$ cat config.mk
export PLATFORM = sky130hd
export DESIGN_NAME = fractal_coeff_packer
export DESIGN_NICKNAME = d
export VERILOG_FILES = /design/src/rtl/fractal_pkg.sv /design/src/rtl/coeff_fifo.sv /design/src/rtl/fractal_coeff_packer.sv
export SDC_FILE = /design/constraint.sdc
export NUM_CORES = 1
export LEC_CHECK = 0
export BUFFER_PORTS_ARGS = -buffer_cell sky130_fd_sc_hd__buf_2
export CAP_MARGIN = 10
export CORE_MARGIN = 2
export CORE_UTILIZATION = 50
export DETAILED_ROUTE_END_ITERATION = 10
export GPL_ROUTABILITY_DRIVEN = 1
export PLACE_DENSITY = 0.68
export SYNTH_ARGS = -nofsm -noshare
export SYNTH_HDL_FRONTEND = slang
export SYNTH_SLANG_ARGS = --single-unit
$ cat constraint.sdc
create_clock -name clk -period 23.8 [get_ports clk]
set_input_delay 2.38 -clock clk [delete_from_list [all_inputs] [get_ports clk]]
set_output_delay 2.38 -clock clk [all_outputs]
set_load 0.03 [all_outputs]
$ cat src/rtl/fractal_pkg.sv
// Shared types and constants for the fractal coefficient packer.
// Holds the FIFO entry layout, the packer state enum and word-extraction helpers.
package fractal_pkg;

  localparam int COEFF_W  = 128;
  localparam int STREAM_W = 32;
  localparam logic [7:0] HDR_MAGIC = 8'hFC;

  typedef enum logic [1:0] {IDLE, HDR, DATA} pack_state_e;

  typedef struct packed {
    logic               q;
    logic [15:0]        seq;
    logic [COEFF_W-1:0] coeff;
  } fifo_entry_t;

  function automatic logic [STREAM_W-1:0] hdr_word(input logic q, input logic [15:0] seq);
    return {HDR_MAGIC, 7'b0, q, seq};
  endfunction

  // idx 0 selects the most significant word
  function automatic logic [STREAM_W-1:0] coeff_word(input logic [COEFF_W-1:0] c,
                                                    input logic [1:0] idx);
    return c[{~idx, 5'b00000} +: STREAM_W];
  endfunction

endpackage

$ cat src/rtl/coeff_fifo.sv
// Synchronous FIFO with push/pop/full/empty/level; read data is combinational from the head.
// A push while full is accepted only when a pop happens in the same cycle.
module coeff_fifo #(
  parameter int WIDTH = 8,
  parameter int DEPTH = 4
) (
  input  logic                       clk,
  input  logic                       rst_n,
  input  logic                       push,
  input  logic [WIDTH-1:0]           push_dat,
  input  logic                       pop,
  output logic [WIDTH-1:0]           pop_dat,
  output logic                       full,
  output logic                       empty,
  output logic [$clog2(DEPTH):0]     level
);

  localparam int AW = $clog2(DEPTH);
  localparam logic [AW:0] FULL_CNT = (AW+1)'(DEPTH);

  logic [WIDTH-1:0] mem_q [DEPTH];
  logic [AW-1:0]    wr_ptr_q, wr_ptr_d, rd_ptr_q, rd_ptr_d;
  logic [AW:0]      cnt_q, cnt_d;
  logic             do_push, do_pop;

  assign empty   = (cnt_q == '0);
  assign full    = (cnt_q == FULL_CNT);
  assign level   = cnt_q;
  assign pop_dat = mem_q[rd_ptr_q];
  assign do_pop  = pop & ~empty;
  assign do_push = push & (~full | do_pop);

  always_comb begin
    wr_ptr_d = wr_ptr_q;
    rd_ptr_d = rd_ptr_q;
    cnt_d    = cnt_q;
    if (do_push) wr_ptr_d = wr_ptr_q + 1'b1;
    if (do_pop)  rd_ptr_d = rd_ptr_q + 1'b1;
    case ({do_push, do_pop})
      2'b10:   cnt_d = cnt_q + 1'b1;
      2'b01:   cnt_d = cnt_q - 1'b1;
      default: cnt_d = cnt_q;
    endcase
  end

  always_ff @(posedge clk or negedge rst_n) begin
    if (!rst_n) begin
      wr_ptr_q <= '0;
      rd_ptr_q <= '0;
      cnt_q    <= '0;
    end else begin
      wr_ptr_q <= wr_ptr_d;
      rd_ptr_q <= rd_ptr_d;
      cnt_q    <= cnt_d;
    end
  end

  always_ff @(posedge clk) begin
    if (do_push) mem_q[wr_ptr_q] <= push_dat;
  end

endmodule

$ cat src/rtl/fractal_coeff_packer.sv
// Buffers kernel coefficients and serialises each into header + 4 data words (MSW first).
// Header appears 2 cycles after coeff_valid when idle; stalls hold outputs, FIFO-full arrivals are dropped.
module fractal_coeff_packer
  import fractal_pkg::*;
#(
  parameter int DEPTH = 4
) (
  input  logic                     clk,
  input  logic                     rst_n,
  input  logic [127:0]             coeff_in,
  input  logic                     coeff_valid,
  input  logic                     quantum_flag,
  output logic [31:0]              m_data,
  output logic                     m_valid,
  input  logic                     m_ready,
  output logic                     m_last,
  output logic [$clog2(DEPTH):0]   fifo_level,
  output logic                     overflow,
  input  logic                     ovf_clr,
  output logic [15:0]              drop_count
);

  pack_state_e        state_q, state_d;
  logic [1:0]         idx_q, idx_d;
  logic [COEFF_W-1:0] hold_q, hold_d;
  logic [31:0]        m_data_q, m_data_d;
  logic               m_valid_q, m_valid_d, m_last_q, m_last_d;
  logic [15:0]        seq_q, seq_d, drop_count_q, drop_count_d;
  logic               overflow_q, overflow_d;

  fifo_entry_t push_ent, pop_ent;
  logic        fifo_push, fifo_pop, fifo_full, fifo_empty, drop, load, xfer;

  assign push_ent = '{q: quantum_flag, seq: seq_q, coeff: coeff_in};
  assign xfer     = m_valid_q & m_ready;

  coeff_fifo #(.WIDTH($bits(fifo_entry_t)), .DEPTH(DEPTH)) u_fifo (
    .clk     (clk),
    .rst_n   (rst_n),
    .push    (fifo_push),
    .push_dat(push_ent),
    .pop     (fifo_pop),
    .pop_dat (pop_ent),
    .full    (fifo_full),
    .empty   (fifo_empty),
    .level   (fifo_level)
  );

  always_comb begin
    state_d   = state_q;
    idx_d     = idx_q;
    hold_d    = hold_q;
    m_data_d  = m_data_q;
    m_valid_d = m_valid_q;
    m_last_d  = m_last_q;
    load      = 1'b0;
    fifo_pop  = 1'b0;
    case (state_q)
      IDLE: load = ~fifo_empty;
      HDR: if (xfer) begin
        state_d  = DATA;
        idx_d    = 2'd0;
        m_data_d = coeff_word(hold_q, 2'd0);
      end
      DATA: if (xfer) begin
        if (idx_q == 2'd3) begin
          if (!fifo_empty) begin
            load = 1'b1;
          end else begin
            state_d   = IDLE;
            m_valid_d = 1'b0;
            m_last_d  = 1'b0;
            m_data_d  = '0;
          end
        end else begin
          idx_d    = idx_q + 2'd1;
          m_data_d = coeff_word(hold_q, idx_d);
          m_last_d = (idx_d == 2'd3);
        end
      end
      default: state_d = IDLE;
    endcase
    // Loading the next coefficient straight into HDR avoids a bubble between coefficients
    if (load) begin
      fifo_pop  = 1'b1;
      hold_d    = pop_ent.coeff;
      state_d   = HDR;
      m_valid_d = 1'b1;
      m_last_d  = 1'b0;
      m_data_d  = hdr_word(pop_ent.q, pop_ent.seq);
    end
  end

  always_comb begin
    fifo_push    = coeff_valid & (~fifo_full | fifo_pop);
    drop         = coeff_valid & fifo_full & ~fifo_pop;
    seq_d        = fifo_push ? seq_q + 16'd1 : seq_q;
    overflow_d   = overflow_q;
    drop_count_d = drop_count_q;
    if (drop) begin
      overflow_d   = 1'b1;
      drop_count_d = ovf_clr ? 16'd1 :
                     (drop_count_q == 16'hFFFF) ? drop_count_q : drop_count_q + 16'd1;
    end else if (ovf_clr) begin
      overflow_d   = 1'b0;
      drop_count_d = '0;
    end
  end

  always_ff @(posedge clk or negedge rst_n) begin
    if (!rst_n) begin
      state_q      <= IDLE;
      idx_q        <= '0;
      hold_q       <= '0;
      m_data_q     <= '0;
      m_valid_q    <= 1'b0;
      m_last_q     <= 1'b0;
      seq_q        <= '0;
      overflow_q   <= 1'b0;
      drop_count_q <= '0;
    end else begin
      state_q      <= state_d;
      idx_q        <= idx_d;
      hold_q       <= hold_d;
      m_data_q     <= m_data_d;
      m_valid_q    <= m_valid_d;
      m_last_q     <= m_last_d;
      seq_q        <= seq_d;
      overflow_q   <= overflow_d;
      drop_count_q <= drop_count_d;
    end
  end

  assign m_data     = m_data_q;
  assign m_valid    = m_valid_q;
  assign m_last     = m_last_q;
  assign overflow   = overflow_q;
  assign drop_count = drop_count_q;

endmodule
# == Yosys cells after proc, flatten, opt, wreduce, memory -nomap -nowiden ==
# Memory sizes are Yosys's and may differ from the RTL's.
# Cells that the tools add are included.
# word_totals
register_bits,206
latch_bits,0
ramBits,580
romBits,0
word_cells,107
memories,1
# mem_list
name,words,word_bits,read_ports,rd_clocked_by_memory_dff,wr,line,source
u_fifo.mem_q,4,145,1,0,1,coeff_fifo.sv:21,logic [WIDTH-1:0] mem_q [DEPTH];
# op_classes
addsub,7
n_mul,0
div,0
order_cmp,0
eq_ne,19
n_shift,1
mux,39
n_bitwise,12
reduce_logical,16
# ops
op,n
$mux W32,5
$shiftx A128 B8 Y32,1
$mux W16,4
$pmux W32 S2,1
$add A16 B1 Y16 const B,2
$mux W1,17
$eq A16 B16 Y1 const B,1
$mux W2,8
$ne A3 B3 Y1 const B,5
$reduce_bool A2 Y1,7
$reduce_and A4 Y1,3
$ne A2 B2 Y1 const B,5
$eq A2 B2 Y1 const B,4
$add A2 B1 Y2 const B,3
$and A1 B1 Y1,6
$pmux W2 S3,1
$pmux W3 S2,1
$reduce_and A5 Y1,1
$eq A2 B1 Y1 const B,2
$ne A4 B4 Y1 const B,1
$pmux W2 S2,1
$add A3 B1 Y3 const B,1
$eq A3 B3 Y1 const B,1
$logic_not A3 Y1,1
other kinds (9),12

# == Logic depth before layout (Yosys ltp) ==
# Gate-level depths: netlist of the first run.
# logic_depth
ltp_word,11
mapped_depth,12
mapped_depth_nobuf,9

# == Cells and area by module ==
# A second synthesis of the first run with hierarchy kept.
# hier_totals
hier_cells,1485
area_unflattened_um2,30505.5
# modules_own_cells
mod,instances,cells_each,area_per_inst_um2
coeff_fifo,1,796,21354.2
fractal_coeff_packer,1,689,9151.3

# == Least setup slack after synthesis of the first run ==
# OpenSTA, ideal clock, no wires.
# synth_timing
path_kind,input port to flip-flop
start,input port m_ready
end,"memory u_fifo.mem_q[0][0] (netlist bit), enable pin"
setup_time_ns,0.651
arrival_time_ns,9.044
required_time_ns,23.149
path_slack_ns,14.105
cell_stages,4
path_buffers,1
cell_sequence,nand3_1 -> a211o_1 -> buf_2 -> nor2_1
# synth_via
elab_chain_len,9
# synth_lines
item,line,source
start: declaration,fractal_coeff_packer.sv:15,"input logic m_ready,"
$and A1 B1 Y1 (*),fractal_coeff_packer.sv:35,assign xfer = m_valid_q & m_ready;
$mux W1 (*),fractal_coeff_packer.sv:65,DATA: if (xfer) begin
$pmux W1 S2 (*),fractal_coeff_packer.sv:58,case (state_q)
$mux W1 (*),fractal_coeff_packer.sv:84,if (load) begin
$or A1 B1 Y1 / $and A1 B1 Y1 (equally long branches),"fractal_coeff_packer.sv:95, coeff_fifo.sv:30",
$and A1 B1 Y1 / $or A1 B1 Y1 (equally long branches),"fractal_coeff_packer.sv:95, coeff_fifo.sv:31",
$and A1 B1 Y1 (*),coeff_fifo.sv:31,assign do_push = push & (~full | do_pop);
$mux W1 (*),coeff_fifo.sv:59,if (do_push) mem_q[wr_ptr_q] <= push_dat;
$mux W1 (implied by the code) (*),coeff_fifo.sv:59,
end: declaration,coeff_fifo.sv:21,
# Every way passes the cells marked *; elsewhere a longest branch is shown, timed or not.

# == Worst setup path in the final report of the first run ==
# layout_timing
start,input port m_ready
end,"memory u_fifo.mem_q[1][22] (netlist bit), enable pin"
# The elaborated chain is that of the path after synthesis.

==> results.tsv, run 1 <==
metric	value	unit
crit_path_cell_trace	buf_2 > nand3_1 > a211o_1 > buf_4 > nor2_4 > buf_4	
routed_wl	60.9	mm
fmax	0.210	GHz
overflow	0	
tightest_slew	1.14	ns
fin_crit_sh	0.200	
fin_nets	1812	
post_route_cells_drive_above_1_share	0.382	
drtPass1Iterations	5	
finClkSkew	0.0218	ns
async_flop_share	0.262	
clockPowerShare	0.267	
grt_use_met2	0.331	
rsz0062_at_grt	false	
initialDrtViolationCount	929	
synth_top_area_frac	0.568	
ant_nets	0	
leakagePower	12.4	nW
die_x	252	um
slowest_stage	buf_4	
p_seq_frac	0.443	
comb_power_share	0.290	
syn-cell-area	30700	um^2
critPathKind	in -> reg	
port_buffers	187	
cp.arrival	4.99	ns
ys.flop_type	edfxtp_1	
cts.sinks	786	
hold_depth	1	
use_met3	0.0355	
ctsHoldBuffers	0	
crit_buf_inv	3	
setup-violations-final	0	
fin_setup_tns	0	ns
layout_setup_ws	19.04	ns
syn_nets	1606	
core_area	60500	um^2
drv_slew	0	
cpMostUsedCell	buf_4	
cts.path.max_buffers	3	
yosysTopAreaCell	edfxtp_1	
gp_congestion	0.751	
use_met1	0.264	
cp_num_cells	6	
max_stage_delay	0.89	ns
hold_viol	0	
maxSlewHeadroom	0.239	
post_cts_resized	0	
grt_pass1_wl	93.4	mm
clock-root-buffer	clkbuf_16	
status	finished, final reports clean	
syn2layout_area_growth	14.5	%
grt_use_total	0.197	
power	4.77	mW
busiest_layer	met2	
synth.distinct_cells	58	
syn_area_per_cell	21.0	um^2
start_util	0.507	
dp.final_hpwl	34.0	mm
dpl_cell_area	32400	um^2
ios	188	
cts.clk_slew.worst_paths	0.06	ns
cp_max_fo	62	
layout_min_cycle_time	4.76	ns
ys_ff_latch	786	
fp-row-count	90	
cap_violations	0	
tritoncts	yes	
yosys_warnings	0	
p_sw_frac	0.296	
switching_power	1.41	mW
min_path_type	reg -> reg	
routedWlPerCell	24.1	um
final_area	35100	um^2
yosys-top-cells-area	edfxtp_1 57%, dfrtp_1 17%, mux4_2 12%, mux2_2 5.4%, a221o_1 0.75%	
h-tree-depth	3	
startpoint_type	input pin	
via_per_inst	5.79	
synth_common_cells	580 x edfxtp_1, 206 x dfrtp_1, 170 x mux4_2	
cts_setup_buffers	0	
reg2regPathDepth	6	
grt_max_degree	156	
post-place-ws	18.32	ns
synth_edf_count	580	
clk_latency	0.63	ns
dr_total_vias	14600	
ys_seq_area_frac	0.736	
cp_data_required_time	24.03	ns
synthCells	1462	
crit_family	buffers and inverters	
power.density	136	nW/um^2
yosysMostFrequentCell	edfxtp_1	
die-area	63300	um^2
power.internal	3.35	mW
worst_setup_path_end_kind	flip-flop	
numCtsBuffers	79	
die_h	252	um
grt_pass1_vias	15600	
drc_errors	0	
antenna_found_initial	11	
peakVddDrop	145	uV
-- power by group through the flow --
stage | sequential [mW] | clock [mW] | combinational, mW
after global routing | 2.15 | 1.35 | 1.49
final | 2.11 | 1.27 | 1.38
after detailed placement | 2.14 | 0 | 1.41
after CTS | 2.12 | 1.30 | 1.41
after floorplan | 2.12 | 0 | 1.08
after global placement | 2.12 | 0 | 1.38
-- final timing paths --
path                       startpoint             endpoint  slack [ns]
max in group asynchronous       rst_n           hold_q[30]       20.60
setup / recovery              m_ready  u_fifo.mem_q[1][22]       19.04
min in group asynchronous       rst_n             overflow        1.79
hold / removal             m_data[23]           m_data[23]        0.48
hold reg to reg            m_data[23]           m_data[23]        0.48
setup reg to reg             idx_q[0]  u_fifo.mem_q[1][22]       19.36
-- cells in the final DEF (no fill, tap or decap), types with 12 or more instances in the layout --
cell type / synthesis / routed
clkbuf_1: 30 / 15
mux2_1: 16 / 16
nand2_1: 18 / 18
dfrtp_1: 206 / 203
nor2b_1: 12 / 12
buf_2: 34 / 186
and2_1: 17 / 17
mux4_2: 170 / 170
inv_1: 17 / 17
nor2_1: 22 / 17
clkbuf_16: 0 / 80
clkinv_2: 0 / 14
edfxtp_1: 580 / 580
a221o_1: 23 / 23
xor2_1: 16 / 16
buf_4: 0 / 17
mux2_2: 147 / 147
-- final cells by class --
cell class                      count  area, um^2
Fill cell                        4386       25400
Timing Repair Buffer              206        1110
Inverter                           17        63.8
Clock inverter                     43         517
Sequential cell                   786       22600
Multi-Input combinational cell    578        7620
Clock buffer                      105        2200
Antenna cell                       11        27.5
Tap cell                          782         978
-- layer usage --
layer	up-vias	wire, um
li1	6383	-
met1	7850	25500
met2	330	31200
met3	77	2970
met4	4	1160
met5	-	26
-- flip-flops by register name (all words and copies together) (netlist names), 3 cells and up --
name	cells
seq_q	16
hold_q	128
u_fifo.mem_q	580
u_fifo.level	3
drop_count	16
m_data	32
-- logic make-up (layout without fill, tap and decap cells) --
| kind of cell | Yosys count | after routing | synth area share |
|---|---|---|---|
| buf+inv | 98 | 371 | 0.0171 |
| xor+xnor | 22 | 22 | 0.00629 |
| fa+ha+maj | 10 | 10 | 0.00433 |
| simple gates | 125 | 125 | 0.0230 |
| compound gates | 79 | 79 | 0.0214 |
| other cells | 0 | 11 | 0 |
| mux | 342 | 342 | 0.191 |
| flops | 786 | 786 | 0.736 |
-- metrics by stage --
stage          std cells  utilization  hold slack [ns]
6_report            2528        0.580            0.484
3_3_place_gp        2369        0.535            0.465
2_1_floorplan       1462            -            0.449
4_1_cts             2517        0.580            0.488
3_5_place_dp        2369        0.535            0.471
5_1_grt             2522        0.580            0.507
Power figures use the tool's default switching activity.
==> run 2, diff against run 1 <==
- ABC_AREA: default -> 1
- PLACE_DENSITY: 0.68 -> 0.7
- clock period: 23.8 -> 4.02 ns (I/O delays scaled with it)
==> run 2 against run 1 <==
Effect of this change: synthesized cell count grew 90%; power grew to 6.3 times the previous value; cell count is 54% higher; worst setup slack got worse by 18 ns; global-route usage up 5.6 points; routed wire length rose by 33%; clock-buffer cell count grew 6; register-to-register slack worse by 18 ns; sequential power increased to 5.9 times the previous value.
==> results.tsv, run 2 <==
metric	value	unit	change
startpoint_type	flip-flop		was input pin
yosysMostFrequentCell	nor2_1		was edfxtp_1
antenna_found_initial	3		was 11
clk_latency	0.63	ns	about the same
fin_nets	3137		was 1812
multi_input_area	7940	um^2	was 7620 um^2
cts.sinks	786		unchanged
routedWlPerCell	20.8	um	was 24.1 um
cts_setup_buffers	0		unchanged
cts.path.max_buffers	3		unchanged
syn_nets	2915		was 1606
wl_met3	5.73	mm	was 2.97 mm
yosys_warnings	0		unchanged
switching_power	11.6	mW	was 1.41 mW
via_per_inst	5.63		was 5.79
die-area	65000	um^2	was 63300 um^2
setup-violations-final	0		unchanged
fin_setup_tns	0	ns	unchanged
final_common_cell	nor2_1		was edfxtp_1
post_route_cells_drive_above_1_share	0.121		was 0.382
finClkSkew	0.0263	ns	was 0.0218 ns
largest_reg_flops	580		unchanged
ios	188		unchanged
grt_pass1_wl	124	mm	was 93.4 mm
p_sw_frac	0.388		was 0.296
cap_violations	0		unchanged
fin_crit_sh	0.708		
h-tree-depth	3		unchanged
async_flop_share	0.262		unchanged
final_cell_mix	605 x nor2_1, 580 x edfxtp_1, 419 x o21ai_0		was 580 x edfxtp_1, 203 x dfrtp_1, 186 x buf_2
crit_path_end	u_fifo.level[2]		was u_fifo.mem_q[1][22]
power	29.9	mW	was 4.77 mW
synth_top_area_frac	0.553		was 0.568
numCtsBuffers	81		was 79
overflow	0		unchanged
syn_area_per_cell	11.4	um^2	was 21.0 um^2
comb_power_share	0.336		was 0.290
leakagePower	13.8	nW	was 12.4 nW
synth.distinct_cells	36		was 58
layout_setup_ws	1.17	ns	was 19.04 ns
cp_max_fo	26		was 62
status	finished, final reports clean		unchanged
num_antenna_cells	0		was 11
ant_nets	0		unchanged
yosys-top-cells-area	edfxtp_1 55%, dfrtp_1 16%, nor2_1 7.3%, o21ai_0 6.7%, nand2_1 4.4%		was edfxtp_1 57%, dfrtp_1 17%, mux4_2 12%, mux2_2 5.4%, a221o_1 0.75%
syn-cell-area	31500	um^2	was 30700 um^2
routed_wl	81.2	mm	was 60.9 mm
die_x	255	um	was 252 um
critPathKind	reg -> reg		was in -> reg
rsz0062_at_grt	false		unchanged
min_path_type	in -> reg		was reg -> reg
gp_congestion	0.925		was 0.751
drc_errors	0		unchanged
ys_ff_latch	786		unchanged
p_seq_frac	0.416		was 0.443
cp_data_required_time	4.53	ns	was 24.03 ns
drv_slew	0		unchanged
r2r_end	u_fifo.level[2]		was u_fifo.mem_q[1][22]
cts.clk_slew.worst_paths	0.06	ns	about the same
wl_met1	32.8	mm	was 25.5 mm
fillCellCount	4929		was 4386
fmax	0.351	GHz	
ys.flop_type	edfxtp_1		unchanged
power.density	814	nW/um^2	was 136 nW/um^2
clockPowerShare	0.248		was 0.267
dr_wl_met2	39.3	mm	was 31.2 mm
top_layer	met5		unchanged
rr_startpoint	u_fifo.level[1]		was idx_q[0]
start_util	0.502		was 0.507
synth_edf_count	580		unchanged
syn2layout_area_growth	16.4	%	was 14.5%
holdCritStartpoint	coeff_in[28]		was m_data[23]
grt_max_degree	259		was 156
regMostFlops	u_fifo.mem_q		unchanged
synthCells	2771		was 1462
r2r_setup_slack	1.17	ns	was 19.36 ns
reg2regPathDepth	13		was 6
startpoint	u_fifo.level[1]		was m_ready
maxSlewHeadroom	0.153		was 0.239
dp.final_hpwl	49.7	mm	was 34.0 mm
clock-root-buffer	clkbuf_16		unchanged
ys_seq_area_frac	0.716		was 0.736
layout_min_cycle_time	2.85	ns	
fp-row-count	92		was 90
initialDrtViolationCount	2406		was 929
grt_use_total	0.252		was 0.197
seqCellArea	22600	um^2	about the same
yosysTopAreaCell	edfxtp_1		unchanged
core_area	62700	um^2	was 60500 um^2
grt_pass1_vias	21400		was 15600
die_h	255	um	was 252 um
dr_total_vias	22000		was 14600
drtPass1Iterations	6		was 5
tritoncts	yes		unchanged
hold_depth	1		unchanged
power.internal	18.3	mW	was 3.35 mW
peakVddDrop	707	uV	was 145 uV
port_buffers	187		unchanged
tightest_slew	1.27	ns	was 1.14 ns
synth_common_cells	610 x nor2_1, 580 x edfxtp_1, 419 x o21ai_0		was 580 x edfxtp_1, 206 x dfrtp_1, 170 x mux4_2
worst_setup_path_end_kind	flip-flop		unchanged
post-place-ws	1.12	ns	was 18.32 ns
hold_viol	0		unchanged
cp.arrival	3.36	ns	was 4.99 ns
==> run 2: cell types whose count changed in the layout (fill, tap and decap cells not counted), moves of 27 or more <==
cell and change:
nand2_1 +349, mux4_2 -170, o22ai_1 +65, nand3_1 +80
dlygate4sd3_1 +79, mux2_2 -147, nor2_1 +588, a21oi_1 +27
inv_1 +57, o21ai_0 +418, a31oi_1 +77
==> run 2: repair_timing <==
item | in CTS | in global routing
resized for setup | 0 | 0
hold endpoints to repair | 404 | 0
hold buffers | 79 | 0
==> run 2: per-stage QoR <==
stage	hold WS, ns	instances	cell area, um^2	utilization
detailed placement	0.469	3677	33300	0.530
floorplan	0.106	2771	31600	-
global route	0.00165	3904	36700	0.585
CTS	0.000666	3904	36700	0.585
global placement	0.462	3677	33300	0.530
finish	0.00625	3904	36700	0.585
==> run 2: worst min path at each step <==
stage,to,slack (ns)
after floorplan,drop_count[0],0.11
after global placement,m_data[26],0.46
after detailed placement,m_data[27],0.47
after CTS,u_fifo.mem_q[0][28],0.0007
after global routing,u_fifo.mem_q[0][20],0.002
final,u_fifo.mem_q[0][28],0.006
==> run 2: cell type report <==
type | instances | area share
repair buffers | 305 | 0.0587
flip-flops and latches | 786 | 0.616
clock inverters | 37 | 0.0105
multi-input cells | 1737 | 0.216
well taps | 846 | 0.0288
inverters | 82 | 0.00859
clock buffers | 111 | 0.0614
==> run 2: power groups by stage <==
| stage | Clock (mW) | Sequential [mW] | Combinational (mW) |
|---|---|---|---|
| 6_report | 7.40 | 12.4 | 10.0 |
| 5_1_grt | 7.81 | 12.6 | 11.2 |
| 4_1_cts | 7.48 | 12.4 | 10.0 |
| 3_5_place_dp | 0 | 12.5 | 9.92 |
| 3_3_place_gp | 0 | 12.5 | 9.70 |
| 2_1_floorplan | 0 | 12.2 | 6.66 |
==> run 2: cells by family (layout without fill, tap and decap cells) <==
family | after synthesis | after routing | synth area share
AND/OR/NAND/NOR | 1095 | 1095 | 0.137
adder cells (fa/ha/maj) | 10 | 10 | 0.00421
buffers and inverters | 248 | 535 | 0.0329
XOR/XNOR | 22 | 22 | 0.00611
AO/OA/AOI/OAI | 610 | 610 | 0.104
flip-flops | 786 | 786 | 0.716
==> run 2: routing by layer <==
metal / global-route usage / vias to the layer above
met5: 0 / -
met4: 0.107 / 2
met3: 0.0430 / 177
met2: 0.413 / 880
met1: 0.335 / 10800
li1: - / 10100
==> run 2: critical path: stages, from the launching register on <==
cell and delay [ns]:
dfrtp_2 0.43, nor2_2 0.25, nand2_2 0.12, clkinv_1 0.08
nor2_2 0.05, nand2_1 0.13, nand3_4 0.19, nand2_4 0.33
ha_1 0.21, inv_1 0.07, fa_1 0.40, a21oi_1 0.17
o21ai_0 0.13, xor2_1 0.16
